--- config.mk ---
export PLATFORM = sky130hd
export DESIGN_NAME = spi_regfile_peripheral_flat
export DESIGN_NICKNAME = d
export VERILOG_FILES = /design/src/rtl/spi_regfile_peripheral_if.sv /design/src/rtl/spi_regfile_peripheral.sv /design/src/flat_wrapper.sv
export SDC_FILE = /design/constraint.sdc
export NUM_CORES = 1
export LEC_CHECK = 0
export BUFFER_PORTS_ARGS = -buffer_cell sky130_fd_sc_hd__buf_2
export CORE_MARGIN = 1
export CORE_UTILIZATION = 57
export CTS_CLUSTER_DIAMETER = 50
export DETAILED_ROUTE_END_ITERATION = 7
export GPL_TIMING_DRIVEN = 0
export PLACE_DENSITY = 0.79
export RECOVER_POWER = 100
export SLEW_MARGIN = 40
export SYNTH_ARGS = -nofsm -noshare
export SYNTH_HDL_FRONTEND = slang
export SYNTH_SLANG_ARGS = --single-unit
--- constraint.sdc ---
create_clock -name clk -period 3 [get_ports clk]
set_clock_uncertainty 0.15 [all_clocks]
set_input_delay 0.6 -clock clk [delete_from_list [all_inputs] [get_ports clk]]
set_output_delay 0.6 -clock clk [all_outputs]
set_load 0.005 [all_outputs]
--- src/rtl/spi_regfile_peripheral_if.sv ---
// SPI bus bundle between an external controller (master) and the register-file target (slave).
interface spi_regfile_peripheral_if;
    logic SCLK;
    logic nCS;
    logic COPI;
    logic CIPO;
    logic cipo_oe;

    modport master (output SCLK, output nCS, output COPI, input CIPO, input cipo_oe);
    modport slave  (input SCLK, input nCS, input COPI, output CIPO, output cipo_oe);
endinterface

--- src/rtl/spi_regfile_peripheral.sv ---
// SPI Mode-0 target exposing NUM_REGS x DATA_W registers; SPI pins are oversampled in the clk domain.
// Writes commit on nCS rise for exact-length frames only; reads shift the addressed register out on CIPO.
module spi_regfile_peripheral #(
    parameter int NUM_REGS    = 8,
    parameter int DATA_W      = 8,
    parameter int ADDR_W      = 7,
    parameter int SYNC_STAGES = 2
) (
    input  logic                         clk,
    input  logic                         rst,
    spi_regfile_peripheral_if.slave      spi,
    output logic [NUM_REGS*DATA_W-1:0]   regs_flat,
    output logic                         wr_valid,
    output logic [ADDR_W-1:0]            wr_addr,
    output logic                         frame_err,
    output logic                         addr_err
);

    localparam int HDR_W   = 1 + ADDR_W;
    localparam int FRAME_W = 1 + ADDR_W + DATA_W;
    localparam int CNT_W   = $clog2(FRAME_W + 2);
    localparam int AW1     = ADDR_W + 1;
    localparam int FL_W    = $clog2(SYNC_STAGES + 1);

    localparam logic [CNT_W-1:0] CNT_HDR   = CNT_W'(HDR_W);
    localparam logic [CNT_W-1:0] CNT_FRAME = CNT_W'(FRAME_W);
    localparam logic [CNT_W-1:0] CNT_SAT   = CNT_W'(FRAME_W + 1);
    localparam logic [AW1-1:0]   NUM_REGS_A = AW1'(NUM_REGS);
    localparam logic [FL_W-1:0]  FL_DONE   = FL_W'(SYNC_STAGES);

    typedef enum logic [1:0] {
        ST_IDLE = 2'd0,
        ST_ADDR = 2'd1,
        ST_DATA = 2'd2
    } state_t;

    logic [SYNC_STAGES-1:0] r_sclk_sync;
    logic [SYNC_STAGES-1:0] r_ncs_sync;
    logic [SYNC_STAGES-1:0] r_copi_sync;
    logic                   r_sclk_hist;
    logic                   r_ncs_hist;
    logic [FL_W-1:0]        r_flush_cnt;
    logic                   r_armed;

    logic w_sclk_s;
    logic w_ncs_s;
    logic w_copi_s;
    logic w_sclk_rise;
    logic w_sclk_fall;
    logic w_ncs_rise;
    logic w_ncs_fall;

    state_t             r_state, w_state_nxt;
    logic [CNT_W-1:0]   r_cnt, w_cnt_nxt, w_cnt_inc;
    logic [FRAME_W-1:0] r_shift, w_shift_nxt, w_shift_in;
    logic               r_rw, w_rw_nxt;
    logic [ADDR_W-1:0]  r_addr, w_addr_nxt, w_hdr_addr;
    logic [DATA_W-1:0]  r_tx, w_tx_nxt, w_rd_data;
    logic               r_cipo, w_cipo_nxt;
    logic               r_oe, w_oe_nxt;
    logic               r_active, w_active_nxt;
    logic               w_addr_ok;
    logic               w_commit;
    logic               w_frame_err_nxt;
    logic               w_addr_err_nxt;

    logic [DATA_W-1:0]  r_regs [NUM_REGS];

    assign w_sclk_s    = r_sclk_sync[SYNC_STAGES-1];
    assign w_ncs_s     = r_ncs_sync[SYNC_STAGES-1];
    assign w_copi_s    = r_copi_sync[SYNC_STAGES-1];
    assign w_sclk_rise = w_sclk_s & ~r_sclk_hist;
    assign w_sclk_fall = ~w_sclk_s & r_sclk_hist;
    assign w_ncs_rise  = w_ncs_s & ~r_ncs_hist;
    assign w_ncs_fall  = ~w_ncs_s & r_ncs_hist;

    assign w_cnt_inc  = r_cnt + CNT_W'(1);
    assign w_shift_in = {r_shift[FRAME_W-2:0], w_copi_s};
    assign w_hdr_addr = w_shift_in[ADDR_W-1:0];
    assign w_addr_ok  = ({1'b0, r_addr} < NUM_REGS_A);

    // Input synchronisers plus one history flop; reset values chosen to match the idle bus
    always_ff @(posedge clk) begin
        if (rst) begin
            r_sclk_sync <= '0;
            r_ncs_sync  <= '1;
            r_copi_sync <= '0;
            r_sclk_hist <= 1'b0;
            r_ncs_hist  <= 1'b1;
        end else begin
            r_sclk_sync <= {r_sclk_sync[SYNC_STAGES-2:0], spi.SCLK};
            r_ncs_sync  <= {r_ncs_sync[SYNC_STAGES-2:0], spi.nCS};
            r_copi_sync <= {r_copi_sync[SYNC_STAGES-2:0], spi.COPI};
            r_sclk_hist <= w_sclk_s;
            r_ncs_hist  <= w_ncs_s;
        end
    end

    // A frame already in progress when reset is released must not look like a new nCS fall:
    // frame starts are accepted only after the synchroniser has flushed and shown nCS high.
    always_ff @(posedge clk) begin
        if (rst) begin
            r_flush_cnt <= '0;
            r_armed     <= 1'b0;
        end else begin
            r_flush_cnt <= (r_flush_cnt != FL_DONE) ? r_flush_cnt + FL_W'(1) : r_flush_cnt;
            r_armed     <= r_armed | ((r_flush_cnt == FL_DONE) & w_ncs_s);
        end
    end

    // Read snapshot source; addresses with no implemented register return zero
    always_comb begin
        w_rd_data = '0;
        for (int i = 0; i < NUM_REGS; i++) begin
            w_rd_data = (w_hdr_addr == ADDR_W'(i)) ? r_regs[i] : w_rd_data;
        end
    end

    // Next-state and datapath control; nCS rise outranks a coincident SCLK edge
    always_comb begin
        w_state_nxt     = r_state;
        w_cnt_nxt       = r_cnt;
        w_shift_nxt     = r_shift;
        w_rw_nxt        = r_rw;
        w_addr_nxt      = r_addr;
        w_tx_nxt        = r_tx;
        w_cipo_nxt      = r_cipo;
        w_oe_nxt        = r_oe;
        w_active_nxt    = r_active;
        w_commit        = 1'b0;
        w_frame_err_nxt = 1'b0;
        w_addr_err_nxt  = 1'b0;

        if (w_ncs_rise) begin
            if (!r_active) begin
                w_commit = 1'b0;
            end else if (r_cnt != CNT_FRAME) begin
                w_frame_err_nxt = 1'b1;
            end else if (!w_addr_ok) begin
                w_addr_err_nxt = 1'b1;
            end else begin
                w_commit = r_shift[FRAME_W-1];
            end
            w_cipo_nxt   = 1'b0;
            w_oe_nxt     = 1'b0;
            w_active_nxt = 1'b0;
            w_state_nxt  = ST_IDLE;
        end else if (w_ncs_fall && r_armed) begin
            w_cnt_nxt    = '0;
            w_shift_nxt  = '0;
            w_cipo_nxt   = 1'b0;
            w_oe_nxt     = 1'b0;
            w_active_nxt = 1'b1;
            w_state_nxt  = ST_ADDR;
        end else begin
            case (r_state)
                ST_IDLE: begin
                    w_state_nxt = ST_IDLE;
                end
                ST_ADDR: begin
                    if (w_sclk_rise) begin
                        w_shift_nxt = w_shift_in;
                        w_cnt_nxt   = w_cnt_inc;
                        if (w_cnt_inc == CNT_HDR) begin
                            w_rw_nxt    = w_shift_in[ADDR_W];
                            w_addr_nxt  = w_hdr_addr;
                            w_tx_nxt    = w_shift_in[ADDR_W] ? '0 : w_rd_data;
                            w_state_nxt = ST_DATA;
                        end else begin
                            w_state_nxt = ST_ADDR;
                        end
                    end else begin
                        w_state_nxt = ST_ADDR;
                    end
                end
                ST_DATA: begin
                    if (w_sclk_rise) begin
                        w_shift_nxt = w_shift_in;
                        w_cnt_nxt   = (r_cnt == CNT_SAT) ? r_cnt : w_cnt_inc;
                    end else begin
                        w_cnt_nxt = r_cnt;
                    end
                    if (w_sclk_fall && !r_rw) begin
                        w_cipo_nxt = r_tx[DATA_W-1];
                        w_tx_nxt   = {r_tx[DATA_W-2:0], 1'b0};
                        w_oe_nxt   = 1'b1;
                    end else begin
                        w_oe_nxt = r_oe;
                    end
                end
                default: begin
                    w_state_nxt  = ST_IDLE;
                    w_active_nxt = 1'b0;
                end
            endcase
        end
    end

    // FSM state and frame datapath registers
    always_ff @(posedge clk) begin
        if (rst) begin
            r_state  <= ST_IDLE;
            r_cnt    <= '0;
            r_shift  <= '0;
            r_rw     <= 1'b0;
            r_addr   <= '0;
            r_tx     <= '0;
            r_cipo   <= 1'b0;
            r_oe     <= 1'b0;
            r_active <= 1'b0;
        end else begin
            r_state  <= w_state_nxt;
            r_cnt    <= w_cnt_nxt;
            r_shift  <= w_shift_nxt;
            r_rw     <= w_rw_nxt;
            r_addr   <= w_addr_nxt;
            r_tx     <= w_tx_nxt;
            r_cipo   <= w_cipo_nxt;
            r_oe     <= w_oe_nxt;
            r_active <= w_active_nxt;
        end
    end

    // Register bank plus the one-cycle status pulses
    always_ff @(posedge clk) begin
        if (rst) begin
            for (int i = 0; i < NUM_REGS; i++) begin
                r_regs[i] <= '0;
            end
            wr_valid  <= 1'b0;
            wr_addr   <= '0;
            frame_err <= 1'b0;
            addr_err  <= 1'b0;
        end else begin
            for (int i = 0; i < NUM_REGS; i++) begin
                if (w_commit && (r_addr == ADDR_W'(i))) begin
                    r_regs[i] <= r_shift[DATA_W-1:0];
                end else begin
                    r_regs[i] <= r_regs[i];
                end
            end
            wr_valid  <= w_commit;
            wr_addr   <= w_commit ? r_addr : wr_addr;
            frame_err <= w_frame_err_nxt;
            addr_err  <= w_addr_err_nxt;
        end
    end

    for (genvar g = 0; g < NUM_REGS; g++) begin : g_flat
        assign regs_flat[g*DATA_W +: DATA_W] = r_regs[g];
    end

    assign spi.CIPO    = r_cipo;
    assign spi.cipo_oe = r_oe;

endmodule
--- src/flat_wrapper.sv ---
// flat-port wrapper written by rule: the top's interface ports become plain ports
module spi_regfile_peripheral_flat 
#(
    parameter int NUM_REGS    = 8,
    parameter int DATA_W      = 8,
    parameter int ADDR_W      = 7,
    parameter int SYNC_STAGES = 2
)
  (clk, rst, regs_flat, wr_valid, wr_addr, frame_err, addr_err, spi_SCLK, spi_nCS, spi_COPI, spi_CIPO, spi_cipo_oe);
  spi_regfile_peripheral_if spi_i ();
  input  logic clk;
  input  logic rst;
  output logic [NUM_REGS*DATA_W-1:0] regs_flat;
  output logic wr_valid;
  output logic [ADDR_W-1:0] wr_addr;
  output logic frame_err;
  output logic addr_err;
  input wire logic [$bits(spi_i.SCLK)-1:0] spi_SCLK;
  input wire logic [$bits(spi_i.nCS)-1:0] spi_nCS;
  input wire logic [$bits(spi_i.COPI)-1:0] spi_COPI;
  output wire logic [$bits(spi_i.CIPO)-1:0] spi_CIPO;
  output wire logic [$bits(spi_i.cipo_oe)-1:0] spi_cipo_oe;
  assign spi_i.SCLK = spi_SCLK;
  assign spi_i.nCS = spi_nCS;
  assign spi_i.COPI = spi_COPI;
  assign spi_CIPO = spi_i.CIPO;
  assign spi_cipo_oe = spi_i.cipo_oe;
  spi_regfile_peripheral #(.NUM_REGS(NUM_REGS), .DATA_W(DATA_W), .ADDR_W(ADDR_W), .SYNC_STAGES(SYNC_STAGES)) u_core (.clk(clk), .rst(rst), .spi(spi_i), .regs_flat(regs_flat), .wr_valid(wr_valid), .wr_addr(wr_addr), .frame_err(frame_err), .addr_err(addr_err));
endmodule
==> results of run 1 <==
-- synthesized netlist by cell type (4+ instances only) --
cell,count
nand4_1,8
and2_1,9
a211oi_1,7
nor2b_1,8
edfxtp_1,64
ha_1,8
o21ai_0,8
o311ai_0,4
mux4_2,9
dfxtp_1,63
and3_1,10
nand2b_1,5
o2111ai_1,4
o22ai_1,14
inv_1,70
nor2_1,35
xor2_1,4
nand3_1,12
a21oi_1,23
clkbuf_1,11
buf_2,6
mux2i_1,18
nand2_1,47
nor3_1,4
-- critical path: cells and delay by family (launching register included) --
kind	cells	cell delay (ns)
buffers and inverters	3	0.80
DFF	1	0.33
AOI/OAI and AO/OA	1	0.64
and+or+nand+nor	3	0.60
-- metal layers --
| metal | up-vias | global-route usage | share of wire |
|---|---|---|---|
| met1 | 2092 | 0.353 | 0.39 |
| met5 | - | 0 | 0 |
| met2 | 223 | 0.470 | 0.51 |
| li1 | 1925 | - | - |
| met3 | 38 | 0.0647 | 0.071 |
| met4 | 0 | 0.139 | 0.030 |
-- kinds of logic after synthesis --
kind of cell,synth area share
simple gates,0.148
flops,0.588
buf+inv,0.0669
compound gates,0.0974
mux,0.0729
fa+ha+maj,0.0185
xor+xnor,0.00810
-- per-stage QoR --
step	hold slack (ns)	util	total power, mW
after floorplan	0.239	-	2.08
after global placement	0.248	0.647	2.16
after detailed placement	0.280	0.649	2.17
after CTS	0.121	0.717	4.29
after global routing	0.110	0.709	4.39
final	0.126	0.709	4.28
-- worst paths after layout --
kind                                          from  slack [ns]                           endpoint
setup / recovery   u_core.r_ncs_sync[1]$_SDFF_PP1_        0.18  u_core.r_regs[1][6]$_SDFFCE_PN0P_
hold / removal                             spi_nCS        0.13    u_core.r_ncs_sync[0]$_SDFF_PP1_
setup reg to reg   u_core.r_ncs_sync[1]$_SDFF_PP1_        0.18  u_core.r_regs[1][6]$_SDFFCE_PN0P_
hold reg to reg   u_core.r_copi_sync[0]$_SDFF_PP0_        0.29   u_core.r_copi_sync[1]$_SDFF_PP0_
-- timing repair --
action,4_1_cts,5_1_grt
resized for setup,0,1
hold buffers,0,0
endpoints found under the hold margin,0,0
setup endpoints to repair,0,5
-- final cells by class --
type | instances | area share
buffer | 21 | 0.0142
clock buffer | 18 | 0.0641
clock inverter | 14 | 0.0313
inverter | 70 | 0.0403
multi-input combinational | 274 | 0.285
sequential | 127 | 0.488
tap | 111 | 0.0213
timing repair buffer | 81 | 0.0551
-- flip-flops by register name, summed over array words and instances, names as in the netlist, 5 cells and up --
signal          cells
u_core.r_addr       7
u_core.r_cnt        5
u_core.r_regs      64
u_core.r_shift     16
u_core.r_tx         8
u_core.wr_addr      7
-- report_power, final --
| part | total (mW) | switching (mW) | internal [mW] |
|---|---|---|---|
| Clock | 2.15 | 0.784 | 1.37 |
| Combinational | 0.215 | 0.132 | 0.0831 |
| Sequential | 1.92 | 0.0396 | 1.88 |
==> reports/metrics.csv, run 1 <==
stage;metric;value;unit
logic_synthesis;yosysTopAreaCell;edfxtp_1;
worst_setup_path;cp_data_required_time;3.07;ns
timing;layout_min_cycle_time;2.82;ns
clock_tree;clkSinkCount;127;
floorplanning;dieArea;0.00988;mm2
worst_setup_path;cp-end-kind;flip-flop;
placed_design;pre_cts_slack;0.279;ns
logic_synthesis;ys_seq_elements;127;
logic_synthesis;ys_warn_count;0;
cells_and_area;final_cell_area;0.00652;mm2
placed_design;placed_area;0.00597;mm2
drt;routed_wl;13700;um
cells_and_area;finalNetCount;605;
cells_and_area;final_cell_mix;inv_1 (70), edfxtp_1 (64), dfxtp_1 (63), clkbuf_1 (51);
worst_setup_path;crit_type;reg2reg;
clock_tree;numCtsBuffers;17;
cells_and_area;seq_area;0.00318;mm2
timing;maxSlewViolCount;0;
placed_design;portBuffers;80;
floorplanning;num_rows;35;
drt;antenna_left;0;
cells_and_area;fin_cells;716;
worst_setup_path;max_stage_delay;0.64;ns
worst_setup_path;crit_path_max_fanout;10;
logic_synthesis;ys_seq_area_frac;0.588;
clock_tree;cts_buffer_depth;2;
cells_and_area;multi_input_area;0.00186;mm2
logic_synthesis;ys_types;53;
cells_and_area;antenna_cells;0;
global_routing;grt-ovfl-total;0;
cells_and_area;final_layout_size_suffix_gt1_frac;0.167;
logic_synthesis;yosys_most_used_dff;edfxtp_1;
global_routing;antenna_found_initial;0;
worst_setup_path;crit_path_top_delay_cell;o41ai_2;
clock_tree;clock_latency;0.52;ns
global_routing;grt_first_pass_wirelength;20700;um
drt;drt_iter0_markers;405;
logic_synthesis;synth_edf_count;64;
timing;hold_viol;0;
worst_setup_path;path_common_cell;clkbuf_2;
logic_synthesis;synthArstFlopShare;0;
timing;setup_violations;0;
logic_synthesis;postSynthCellCount;492;
placed_design;dp.cells;684;
clock_tree;htreeDepth;4;
power;p_leak;2.93;nW
power;vdd_drop_max;0.444;mV
cells_and_area;area_growth;20.5;%
logic_synthesis;synth.avg_cell_area;11.0;um2
timing;relSlewSlack;0.362;
timing;rsz0062_at_grt;false;
worst_setup_path;path_cells;clkbuf_2 -> nor2b_1 -> and3_1 -> nand3_1 -> clkbuf_1 -> o41ai_2 -> clkbuf_2;
placed_design;place_hpwl;9180;um
worst_setup_path;worst-r2r-cell-count;7;
timing;fmax;0.354;GHz
floorplanning;die_w;99.4;um
global_routing;grt_pass1_vias;4073;
global_routing;grt_use_total;0.284;
timing;worst_slack;0.176;ns
drt;drc;0;
drt;wl_per_cell;19.1;um
global_routing;grt_max_degree;17;
timing;tns;0;ns
cells_and_area;layout_commonest_cell;inv_1;
clock_tree;cts-root-buf;clkbuf_8;
cells_and_area;fillCellCount;643;
floorplanning;die_h;99.4;um
drt;avgViaCountPerCell;5.97;
floorplanning;start_util;0.588;
drt;first_pass_iters;5;
power;p_per_area;657;mW/mm2
clock_tree;cts_tree;yes;
min_path;min_path_cells;2;
logic_synthesis;yosysTopAreaCellShare;0.355;
run;drv_cap;0;
floorplanning;core;0.00920;mm2
timing;fin_crit_sh;0.941;
min_path;worstHoldPathType;in2reg;
timing;worst_slew_pin_slew;0.950;ns
logic_synthesis;syn-cell-area;0.00541;mm2
floorplanning;io_pins;81;
clock_tree;clk_pin_slew;0.06;ns
placed_design;gp_congestion;0.877;
worst_setup_path;arrival;2.90;ns
run_status;status;complete, no violations;
clock_tree;postCtsSetupRepairBufs;0;
logic_synthesis;ys_top_cells_by_area;edfxtp_1 (36%), dfxtp_1 (23%), inv_1 (4.9%);
worst_setup_path;cp-start-kind;flip-flop;
logic_synthesis;syn_nets;505;
drt;vias;4278;
Power figures use the tool's default switching activity.
==> run 2, diff against run 1 <==
CAP_MARGIN = 10   (was default)
RECOVER_POWER = default   (was 100)
==> reports/metrics.csv, run 2 (synthesis gave the netlist of run 1 again) <==
stage;metric;value;unit
worst_setup_path;cp-start-kind;flip-flop;
power;p_leak;3.08;nW
run;drv_cap;0;
worst_setup_path;cp-end-kind;flip-flop;
floorplanning;dieArea;0.00988;mm2
timing;rsz0062_at_grt;false;
drt;wl_per_cell;19.1;um
cells_and_area;fin_util;0.719;
worst_setup_path;crit_path_max_fanout;10;
worst_setup_path;path_buf_inv;3;
floorplanning;num_rows;35;
cells_and_area;largest-register;u_core.r_regs;
placed_design;gp_congestion;0.877;
drt;drc;0;
clock_tree;cts_buffer_depth;2;
power;vdd_drop_max;0.444;mV
timing;layout_min_cycle_time;2.84;ns
floorplanning;start_util;0.588;
cells_and_area;antenna_cells;0;
worst_setup_path;crit_type;reg2reg;
cells_and_area;reg_top3;u_core.r_regs x64, u_core.r_shift x16, u_core.r_tx x8;
cells_and_area;area_growth;22.2;%
cells_and_area;fillCellCount;613;
timing;fin_crit_sh;0.945;
timing;relSlewSlack;0.466;
drt;antenna_left;0;
clock_tree;cts_tree;yes;
drt;avgViaCountPerCell;5.97;
clock_tree;clkSinkCount;127;
placed_design;pre_cts_slack;0.279;ns
drt;drt_iter0_markers;377;
cells_and_area;final_cell_mix;buf_2 (87), inv_1 (70), edfxtp_1 (64), dfxtp_1 (63), nand2_1 (47);
global_routing;grt-ovfl-total;0;
placed_design;dp.cells;684;
global_routing;grt_use_total;0.284;
clock_tree;clock_latency;0.52;ns
min_path;hold_start;spi_nCS;
worst_setup_path;rr_endpoint;u_core.r_regs[1][6]$_SDFFCE_PN0P_;
drt;vias;4276;
min_path;holdPathEnd;u_core.r_ncs_sync[0]$_SDFF_PP1_;
global_routing;grt_max_degree;17;
clock_tree;cts_hold_buf;0;
floorplanning;core;0.00920;mm2
worst_setup_path;path_delay_family;buffers and inverters;
cells_and_area;finalNetCount;605;
min_path;min_path_cells;2;
placed_design;portBuffers;80;
worst_setup_path;crit_path_top_delay_cell;o41ai_2;
worst_setup_path;reg2reg_from;u_core.r_ncs_sync[1]$_SDFF_PP1_;
placed_design;place_hpwl;9180;um
clock_tree;postCtsSetupRepairBufs;0;
worst_setup_path;path_cells;clkbuf_2 -> nor2b_1 -> and3_1 -> nand3_1 -> clkbuf_1 -> o41ai_2 -> buf_2;
clock_tree;cts-root-buf;clkbuf_8;
worst_setup_path;cp_data_required_time;3.07;ns
floorplanning;die_h;99.4;um
cells_and_area;largest_register_ffs;64;
clock_tree;clk_pin_slew;0.06;ns
power;p_per_area;650;mW/mm2
floorplanning;die_w;99.4;um
run_status;status;complete, no violations;
clock_tree;numCtsBuffers;17;
floorplanning;io_pins;81;
worst_setup_path;arrival;2.91;ns
timing;maxSlewViolCount;0;
min_path;worstHoldPathType;in2reg;
cells_and_area;fin_cells;716;
timing;worst_slack;0.164;ns
timing;worst_slew_pin_slew;0.795;ns
cells_and_area;layout_commonest_cell;buf_2;
timing;setup_violations;0;
worst_setup_path;r2r_slack;0.16;ns
clock_tree;htreeDepth;4;
drt;routed_wl;13600;um
global_routing;grt_first_pass_wirelength;20700;um
worst_setup_path;worst-r2r-cell-count;7;
worst_setup_path;max_stage_delay;0.64;ns
timing;hold_viol;0;
drt;first_pass_iters;5;
worst_setup_path;startpoint;u_core.r_ncs_sync[1]$_SDFF_PP1_;
cells_and_area;final_layout_size_suffix_gt1_frac;0.243;
global_routing;antenna_found_initial;0;
global_routing;grt_pass1_vias;4073;
timing;fmax;0.353;GHz
==> run 2: cell count changes in the layout (fill, tap and decap cells not counted), sizes merged <==
| cell | delta |
|---|---|
| buf | +40 |
| clkbuf | -40 |
==> run 2: metal layers <==
layer / up-vias / track usage / wire [um]
met3: 37 / 0.0647 / 1010
met1: 2090 / 0.353 / 5320
met4: 0 / 0.139 / 369
met2: 223 / 0.470 / 6940
li1: 1926 / - / -
met5: - / 0 / 0
==> run 2: worst max-delay path by stage <==
stage | cells past startpoint | endpoint | slack [ns]
2_1_floorplan | 6 | u_core.r_regs[1][0]$_SDFFCE_PN0P_ | 0.33
3_3_place_gp | 4 | u_core.r_regs[1][6]$_SDFFCE_PN0P_ | -0.39
3_5_place_dp | 7 | u_core.r_regs[1][7]$_SDFFCE_PN0P_ | 0.28
4_1_cts | 5 | u_core.r_regs[1][6]$_SDFFCE_PN0P_ | 0.14
5_1_grt | 7 | u_core.r_regs[1][6]$_SDFFCE_PN0P_ | 0.05
6_report | 7 | u_core.r_regs[1][6]$_SDFFCE_PN0P_ | 0.16
==> run 2: metrics by stage <==
stage	hold slack, ns	setup TNS [ns]	cell area (um2)	power, mW
floorplan	0.239	0	5410	2.08
global placement	0.248	-3.15	5950	2.16
detailed placement	0.280	0	5970	2.17
CTS	0.121	0	6590	4.29
global route	0.110	0	6610	4.40
finish	0.129	0	6610	4.29
==> run 2: layout make-up <==
cell class | count | area (um2) | area share
buffer | 21 | 98.8 | 0.0150
clock buffer | 18 | 418 | 0.0632
clock inverter | 14 | 204 | 0.0309
inverter | 70 | 263 | 0.0398
multi-input combinational | 274 | 1900 | 0.287
sequential | 127 | 3180 | 0.482
tap | 111 | 139 | 0.0210
timing repair buffer | 81 | 405 | 0.0613
==> run 2: report_power, final <==
part           total, mW  switching (mW)  internal, mW
Clock               2.15           0.788          1.37
Combinational      0.223           0.134        0.0891
Sequential          1.92          0.0391          1.88
==> run 2: timing repair <==
action,CTS,global route
hold endpoints to repair,0,0
setup endpoints to repair,0,5
resized for setup,0,1
==> run 3, diff against run 2 <==
--- a/config.mk
+++ b/config.mk
@@ -10,9 +10,7 @@
 export CORE_MARGIN = 1
 export CORE_UTILIZATION = 57
-export CTS_CLUSTER_DIAMETER = 50
 export DETAILED_ROUTE_END_ITERATION = 7
 export GPL_TIMING_DRIVEN = 0
 export PLACE_DENSITY = 0.79
-export SLEW_MARGIN = 40
 export SYNTH_ARGS = -nofsm -noshare
 export SYNTH_HDL_FRONTEND = slang
==> constraint.sdc (replaced) <==
create_clock -name clk -period 3 [get_ports clk]
set_clock_uncertainty 0.15 [all_clocks]
set_input_delay 0.6 -clock clk [delete_from_list [all_inputs] [get_ports clk]]
set_output_delay 0.6 -clock clk [all_outputs]
set_load 0.02 [all_outputs]
==> reports/metrics.csv, run 3 (synthesis gave the netlist of run 1 again) <==
stage;metric;value;unit
clock_tree;cts_tree;yes;
cells_and_area;fillCellCount;632;
clock_tree;cts_buffer_depth;2;
placed_design;portBuffers;80;
global_routing;grt_first_pass_wirelength;20800;um
min_path;worstHoldPathType;in2reg;
clock_tree;numCtsBuffers;17;
timing;setup_violations;0;
timing;maxSlewViolCount;0;
timing;fmax;0.367;GHz
placed_design;place_hpwl;9120;um
global_routing;grt_pass1_vias;4062;
timing;worst_slack;0.277;ns
cells_and_area;layout_commonest_cell;buf_2;
clock_tree;clock_latency;0.52;ns
cells_and_area;final_layout_size_suffix_gt1_frac;0.241;
worst_setup_path;reg2reg_from;u_core.r_addr[3]$_SDFFE_PP0P_;
cells_and_area;largest_register_ffs;64;
floorplanning;io_pins;81;
global_routing;antenna_found_initial;0;
drt;vias;4221;
power;p_leak;3.06;nW
placed_design;pre_cts_slack;0.0794;ns
timing;layout_min_cycle_time;2.72;ns
min_path;holdPathEnd;u_core.r_ncs_sync[0]$_SDFF_PP1_;
timing;rsz0062_at_grt;false;
timing;tns;0;ns
power;vdd_drop_max;0.503;mV
clock_tree;clkSinkCount;127;
worst_setup_path;worst-r2r-cell-count;5;
timing;relSlewSlack;0.537;
placed_design;dp.cells;687;
floorplanning;die_h;99.4;um
cells_and_area;final_cell_mix;buf_2 (89), inv_1 (70), edfxtp_1 (64), dfxtp_1 (63), nand2_1 (47);
worst_setup_path;startpoint;u_core.r_addr[3]$_SDFFE_PP0P_;
worst_setup_path;cp-end-kind;flip-flop;
floorplanning;start_util;0.588;
worst_setup_path;r2r_slack;0.28;ns
cells_and_area;largest-register;u_core.r_regs;
timing;fin_crit_sh;0.908;
cells_and_area;area_growth;21.4;%
cells_and_area;final_cell_area;0.00657;mm2
drt;routed_wl;13300;um
clock_tree;htreeDepth;4;
placed_design;placed_area;0.00598;mm2
worst_setup_path;max_stage_delay;0.60;ns
run;drv_cap;0;
clock_tree;cts-root-buf;clkbuf_8;
min_path;hold_start;spi_nCS;
drt;first_pass_iters;6;
timing;worst_slew_pin_slew;0.688;ns
floorplanning;core;0.00920;mm2
run_status;status;complete, no violations;
cells_and_area;antenna_cells;0;
global_routing;grt-ovfl-total;0;
cells_and_area;fin_util;0.714;
placed_design;gp_congestion;0.877;
clock_tree;clk_pin_slew;0.06;ns
global_routing;grt_use_total;0.284;
min_path;min_path_cells;2;
floorplanning;num_rows;35;
floorplanning;die_w;99.4;um
drt;wl_per_cell;18.5;um
cells_and_area;fin_cells;720;
worst_setup_path;rr_endpoint;u_core.r_regs[1][22]$_SDFFCE_PP0P_;
cells_and_area;reg_top3;u_core.r_regs x64, u_core.r_shift x16, u_core.r_tx x8;
drt;avgViaCountPerCell;5.86;
drt;drt_iter0_markers;387;
worst_setup_path;crit_path_top_delay_cell;nor4_1;
power;p_per_area;633;mW/mm2
clock_tree;cts_hold_buf;0;
worst_setup_path;arrival;2.80;ns
drt;antenna_left;0;
worst_setup_path;cp-start-kind;flip-flop;
clock_tree;postCtsSetupRepairBufs;0;
worst_setup_path;crit_type;reg2reg;
cells_and_area;finalNetCount;609;
drt;drc;0;
timing;hold_viol;0;
worst_setup_path;cp_data_required_time;3.07;ns
worst_setup_path;path_cells;nor4_1 -> and3_1 -> nand2_1 -> o21ai_0 -> buf_2;
floorplanning;dieArea;0.00988;mm2
worst_setup_path;crit_path_max_fanout;6;
global_routing;grt_max_degree;17;
run 3: per-stage QoR:
step,total power [mW],hold slack (ns)
after floorplan,2.12,0.239
after global placement,2.20,0.248
after detailed placement,2.21,0.280
after CTS,4.16,0.117
after global routing,4.27,0.109
final,4.15,0.119
run 3: per-layer routing:
metal,part of all wire,global-route usage
met1,0.40,0.358
met2,0.51,0.473
met3,0.066,0.0639
met4,0.026,0.128
met5,0,0
run 3: worst max-delay path, delay by kind of cell (launching register included):
family / cells / cell delay, ns
flops: 1 / 0.37
buf+inv: 1 / 0.31
simple gates: 3 / 1.09
compound gates: 1 / 0.51
run 3: final cells by class:
cell class | count | area, um2 | share of cell area
Buffer | 21 | 98.8 | 0.0151
Clock buffer | 17 | 414 | 0.0631
Tap cell | 111 | 139 | 0.0212
Sequential cell | 127 | 3180 | 0.485
Inverter | 70 | 263 | 0.0400
Timing Repair Buffer | 85 | 430 | 0.0656
Clock inverter | 15 | 160 | 0.0244
Multi-Input combinational cell | 274 | 1880 | 0.286
run 3: how the worst max path moves through the flow:
stage,slack [ns],to
detailed placement,0.08,u_core.r_regs[0][28]$_SDFFCE_PN0P_
floorplan,0.33,u_core.r_regs[1][0]$_SDFFCE_PN0P_
global route,0.14,u_core.r_regs[1][22]$_SDFFCE_PP0P_
global placement,-0.39,u_core.r_regs[1][6]$_SDFFCE_PN0P_
CTS,0.04,u_core.r_regs[0][25]$_SDFFCE_PN0P_
finish,0.28,u_core.r_regs[1][22]$_SDFFCE_PP0P_
run 3: where the power goes:
part / internal, mW / switching, mW
Clock: 1.19 / 0.783
Combinational: 0.0926 / 0.171
Sequential: 1.88 / 0.0382
run 3: timing repair:
item | 4_1_cts | 5_1_grt
endpoints found under the hold margin | 0 | 0
gates resized for setup | 0 | 1
setup endpoints to repair | 0 | 4
